[src/rtl/fpu_operand_loader.sv]
// Byte-serial operand loader for the fused I1*I2 + I3*I4 FPU core: gathers a frame,
// pulses fpu_start, captures the result. Optional macro: FPU_LOADER_GAP_TIMEOUT_EN.
module fpu_operand_loader #(
  parameter int NUM_OPS     = 4,
  parameter int OP_WIDTH    = 32,
  parameter int LATENCY     = 2
`ifdef FPU_LOADER_GAP_TIMEOUT_EN
  ,
  parameter int GAP_TIMEOUT = 255
`endif
) (
  input  logic                         clk,
  input  logic                         rst_n,
  input  logic [7:0]                   byte_in,
  input  logic                         byte_valid,
  output logic                         byte_ready,
  output logic [NUM_OPS*OP_WIDTH-1:0]  ops_out,
  output logic                         fpu_start,
  input  logic [OP_WIDTH-1:0]          fpu_result,
  output logic [OP_WIDTH-1:0]          result_out,
  output logic                         result_valid,
  input  logic                         result_ack,
  output logic                         busy,
  output logic [7:0]                   frames_done
`ifdef FPU_LOADER_GAP_TIMEOUT_EN
  ,
  output logic                         gap_abort
`endif
);

  localparam int NUM_BYTES = NUM_OPS * OP_WIDTH / 8;
  localparam int CNT_W     = (NUM_BYTES > 1) ? $clog2(NUM_BYTES) : 1;
  localparam int LAT_W     = (LATENCY > 1) ? $clog2(LATENCY) : 1;
  localparam logic [CNT_W-1:0] LAST_BYTE = CNT_W'(NUM_BYTES - 1);
  localparam logic [LAT_W-1:0] LAT_LAST  = LAT_W'(LATENCY - 1);

  typedef enum logic [1:0] {
    S_LOAD,
    S_ISSUE,
    S_WAIT,
    S_DONE
  } state_t;

  state_t                        state_q, state_d;
  logic [CNT_W-1:0]              byte_cnt_q, byte_cnt_d;
  logic [LAT_W-1:0]              lat_cnt_q, lat_cnt_d;
  logic [NUM_OPS*OP_WIDTH-1:0]   ops_q, ops_d;
  logic [OP_WIDTH-1:0]           result_q, result_d;
  logic [7:0]                    frames_q, frames_d;

`ifdef FPU_LOADER_GAP_TIMEOUT_EN
  localparam int GAP_W = $clog2(GAP_TIMEOUT + 1);
  localparam logic [GAP_W-1:0] GAP_LAST = GAP_W'(GAP_TIMEOUT - 1);
  logic [GAP_W-1:0]              gap_cnt_q, gap_cnt_d;
`endif

  always_ff @(posedge clk or negedge rst_n) begin
    if (!rst_n) begin
      state_q    <= S_LOAD;
      byte_cnt_q <= '0;
      lat_cnt_q  <= '0;
      ops_q      <= '0;
      result_q   <= '0;
      frames_q   <= '0;
`ifdef FPU_LOADER_GAP_TIMEOUT_EN
      gap_cnt_q  <= '0;
`endif
    end else begin
      state_q    <= state_d;
      byte_cnt_q <= byte_cnt_d;
      lat_cnt_q  <= lat_cnt_d;
      ops_q      <= ops_d;
      result_q   <= result_d;
      frames_q   <= frames_d;
`ifdef FPU_LOADER_GAP_TIMEOUT_EN
      gap_cnt_q  <= gap_cnt_d;
`endif
    end
  end

  always_comb begin
    state_d      = state_q;
    byte_cnt_d   = byte_cnt_q;
    lat_cnt_d    = lat_cnt_q;
    ops_d        = ops_q;
    result_d     = result_q;
    frames_d     = frames_q;
    byte_ready   = 1'b0;
    fpu_start    = 1'b0;
    result_valid = 1'b0;
`ifdef FPU_LOADER_GAP_TIMEOUT_EN
    gap_cnt_d    = '0;
    gap_abort    = 1'b0;
`endif
    unique case (state_q)
      S_LOAD: begin
        byte_ready = 1'b1;
        if (byte_valid) begin
          ops_d[8*byte_cnt_q +: 8] = byte_in;
          if (byte_cnt_q == LAST_BYTE) begin
            byte_cnt_d = '0;
            state_d    = S_ISSUE;
          end else begin
            byte_cnt_d = byte_cnt_q + CNT_W'(1);
          end
        end
`ifdef FPU_LOADER_GAP_TIMEOUT_EN
        // A stalled partial frame is dropped; stale ops bytes are simply overwritten later.
        else if (byte_cnt_q != '0) begin
          if (gap_cnt_q == GAP_LAST) begin
            gap_abort  = 1'b1;
            byte_cnt_d = '0;
          end else begin
            gap_cnt_d  = gap_cnt_q + GAP_W'(1);
          end
        end
`endif
      end
      S_ISSUE: begin
        fpu_start = 1'b1;
        lat_cnt_d = '0;
        state_d   = S_WAIT;
      end
      S_WAIT: begin
        lat_cnt_d = lat_cnt_q + LAT_W'(1);
        if (lat_cnt_q == LAT_LAST) begin
          result_d  = fpu_result;
          lat_cnt_d = '0;
          state_d   = S_DONE;
        end
      end
      S_DONE: begin
        result_valid = 1'b1;
        if (result_ack) begin
          frames_d = frames_q + 8'd1;
          state_d  = S_LOAD;
        end
      end
      default: state_d = S_LOAD;
    endcase
  end

  always_comb begin
    busy        = !((state_q == S_LOAD) && (byte_cnt_q == '0));
    ops_out     = ops_q;
    result_out  = result_q;
    frames_done = frames_q;
  end

endmodule

[config.mk]
export PLATFORM = sky130hd
export DESIGN_NAME = fpu_operand_loader
export DESIGN_NICKNAME = d
export VERILOG_FILES = /design/src/rtl/fpu_operand_loader.sv
export SDC_FILE = /design/constraint.sdc
export NUM_CORES = 1
export LEC_CHECK = 0
export ABC_AREA = 1
export ABC_CLOCK_PERIOD_IN_PS = 4800
export CORE_ASPECT_RATIO = 1.25
export CORE_UTILIZATION = 53
export CTS_BUF_LIST = sky130_fd_sc_hd__clkbuf_2 sky130_fd_sc_hd__clkbuf_4 sky130_fd_sc_hd__clkbuf_8
export CTS_CLUSTER_DIAMETER = 50
export DETAILED_ROUTE_END_ITERATION = 10
export PLACE_DENSITY = 0.88
export SLEW_MARGIN = 20
export SYNTH_ARGS = -nofsm -noshare
export SYNTH_HDL_FRONTEND = slang
export SYNTH_SLANG_ARGS = --single-unit
[constraint.sdc]
create_clock -name clk -period 4.8 [get_ports clk]
set_clock_uncertainty 0.15 [all_clocks]
set_input_delay 0.96 -clock clk [delete_from_list [all_inputs] [get_ports clk]]
set_output_delay 0.96 -clock clk [all_outputs]
set_load 0.02 [all_outputs]
==> out/results.tsv <==
stage	metric	value	unit
global_route	first-pass GRT wire length	32900	um
clocking	worst-skew pair later-pin latency	0.46	ns
place	number of port buffers	215	
worst_hold_path	Hold Path Class	reg2reg	
yosys	area of the mapped netlist	7600	um2
drt	post-route ant nets	0	
final_layout	n_diodes	0	
clocking	TritonCTS clock tree	built	
yosys	Adder-Cell Fraction of Synth Area	1.32	%
power	VDD IR max	0.456	mV
die	FP Rows	48	
setup_path	cell family with most CP delay	buffers and inverters	
die	IO Pins	216	
global_route	initial antenna violation count	0	
clocking	H-tree Lvls	4	
setup_path	slowest CP cell	xor2_2	
power	PwrDens	667	nW/um2
yosys	Mean Syn Cell Area	9.09	um2
final_layout	Final Util	73.9	%
yosys	simple-gate area share of the yosys netlist	28.7	%
setup_path	Startpoint Class	flop	
clocking	Post-CTS Setup Bufs	0	
power	Leakage	4.87	nW
setup_path	Worst setup EP type	flop	
timing	Slew @ Worst Pin	1.01	ns
setup_path	CP most frequent cell	nand2_1	
clocking	clock sinks	175	
run	max_cap viols	0	
yosys	Seq/Total Area, Yosys	57.6	%
final_layout	layout cells sized above 1	8.41	%
setup_path	CP max stage delay	0.69	ns
drt	Avg WL per Cell	16.9	um
drt	via count	6742	
drt	drt first pass iters	7	
yosys	Post-Syn Nets	889	
clocking	CTS max path bufs	2	
setup_path	Worst Path Arrival	3.98	ns
place	Placer Congestion	0.899	
timing	Slew Limit Headroom	32.6	%
setup_path	Crit Path Max Fanout	47	
yosys	Synth Register Bits	175	
yosys	Synth cell types	27	
timing	Peak Freq	0.262	GHz
final_layout	most common cell after layout, fill and taps aside	nand2_1	
clocking	hold buffer count at cts	0	
worst_hold_path	hold path start	ops_out[26]	
setup_path	Worst R2R Start	byte_cnt_q[0]	
yosys	cells after synthesis	837	
timing	fin crit share	79.6	%
drt	total wire length	20900	um
timing	Final Hold Fails	0	
final_layout	area grow syn2layout	35.4	%
yosys	Synth Area in Compound Gates	2.96	%
die	die area	14800	um2
drt	DRT iter0 DRCs	527	
clocking	TritonCTS buffer count	17	
place	Placed Cells incl. Taps	1201	
place	post-DP HPWL	15100	um
setup_path	critical path class	reg2reg	
die	Die Wd	109	um
clocking	CTS resizes	0	
status	run status	finished, final reports clean	
global_route	vias in the first global route	6496	
global_route	largest net degree at the start of global routing	112	
clocking	Worst-path clk slew	0.10	ns
drt	DRC	0	
yosys	Top FF cell, synth	dfrtp_1	
die	area of the core	13900	um2
clocking	clock root cell	clkbuf_8	
setup_path	worst path required time	4.96	ns
timing	TNS Setup	0	ns
global_route	grt total ovfl	0	
timing	RSZ-0062 raised after global routing	false	
final_layout	fin nets	1097	
yosys	ys async rst share	100	%
timing	clock period minus worst slack	3.82	ns
yosys	Post-synth EDFFs	0	
yosys	XOR/XNOR Fraction of Synth Area	1.14	%
timing	max-slew violations	0	
die	Starting Density	54.6	%
die	DIE HEIGHT	136	um
global_route	Tot GR Track Use	29.2	%
yosys	mux share of post-synthesis cell area	4.74	%
setup_path	crit path cell chain	inv_1, ha_1, xor2_2, inv_2, nor2_4, nand2_1, nand2_1, o21ai_0	
yosys	Synth warnings	0	
final_layout	commonest non-fill, non-tap cells in the layout	301 x nand2_1, 214 x clkdlybuf4s50_1, 175 x dfrtp_1, 74 x nand3_1, 62 x nor2_1	
setup_path	Worst Setup SP	byte_cnt_q[0]	
drt	Via density	5.47	
final_layout	Non-Filler Instances	1233	
yosys	largest family of logic cells by synthesized area	simple AND/OR/NAND/NOR gates	
setup_path	Worst Path Buf+Inv	2	
timing	final setup vio count	0	
## tightest hold or removal path: stages (launching register included)
cell,delay [ns]
dfrtp_1,0.36
nand2_1,0.05
nand2_1,0.05
## layer usage
metal  share of wire [%]  up-vias  GRT usage [%]  routed length (um)
li1                    -     3153              -                   -
met1                  39     3218           35.7                8070
met2                  50      303           49.2               10400
met3                 7.3       68           6.76                1520
met4                 3.9        0           12.6                 819
met5                   0        -              0                   0
## path summary, 6_finish.rpt
kind | to | slack [ns] | cells past startpoint
max in group asynchronous | ops_out[122] | 3.06 | 2
min in group asynchronous | frames_done[5] | 0.48 | 1
worst min register to register | ops_out[26] | 0.33 | 2
worst max register to register | ops_out[121] | 0.98 | 8
worst min-delay path | ops_out[26] | 0.33 | 2
worst max-delay path | ops_out[121] | 0.98 | 8
## synthesized netlist by cell type (all sizes together) (8+ instances only)
| master | count | share of area [%] |
|---|---|---|
| nand3 | 74 | 4.9 |
| dfrtp | 175 | 58 |
| xor2 | 8 | 1.0 |
| nor3 | 16 | 1.1 |
| nand2 | 303 | 15 |
| buf | 13 | 1.0 |
| nor2 | 71 | 4.2 |
| clkbuf | 22 | 1.1 |
| ha | 8 | 1.3 |
| o21ai | 40 | 2.6 |
| inv | 27 | 1.3 |
| nand4 | 41 | 3.4 |
| mux2 | 32 | 4.7 |
## through the flow
stage	power (mW)	setup WS, ns	hold slack (ns)	cell area, um2
5_1_grt	7.28	0.689	0.350	10300
6_report	6.87	0.978	0.333	10300
4_1_cts	6.86	1.09	0.336	10300
2_1_floorplan	4.35	2.31	0.324	7600
3_5_place_dp	5.80	1.10	0.314	9880
3_3_place_gp	5.68	1.32	0.305	9880
## where the power goes
part | leakage, nW | switching [mW] | internal, mW | total [mW]
registers | 2.33 | 0.328 | 1.95 | 2.28
clock network | 0.206 | 0.568 | 0.501 | 1.07
logic | 2.34 | 2.19 | 1.32 | 3.52
total | 4.87 | 3.09 | 3.78 | 6.87
## flip-flops by register name (all words and copies together), names as in the netlist
register	flops
byte_cnt_q	4
frames_done	8
lat_cnt_q	1
ops_out	128
result_out	32
state_q	2
## cells by family after synthesis
family | count (synthesis)
compound gates | 44
xor+xnor | 9
fa+ha+maj | 8
buf+inv | 64
flops | 175
mux | 32
simple gates | 505
## cell type report
| type | count | area [um2] |
|---|---|---|
| clock buffer | 19 | 262 |
| inverter | 29 | 109 |
| tap | 175 | 219 |
| fill | 1016 | 3640 |
| clock inverter | 13 | 149 |
| timing repair buffer | 224 | 2220 |
| sequential | 175 | 4380 |
| multi-input combinational | 598 | 2960 |
Power figures use the tool's default switching activity.
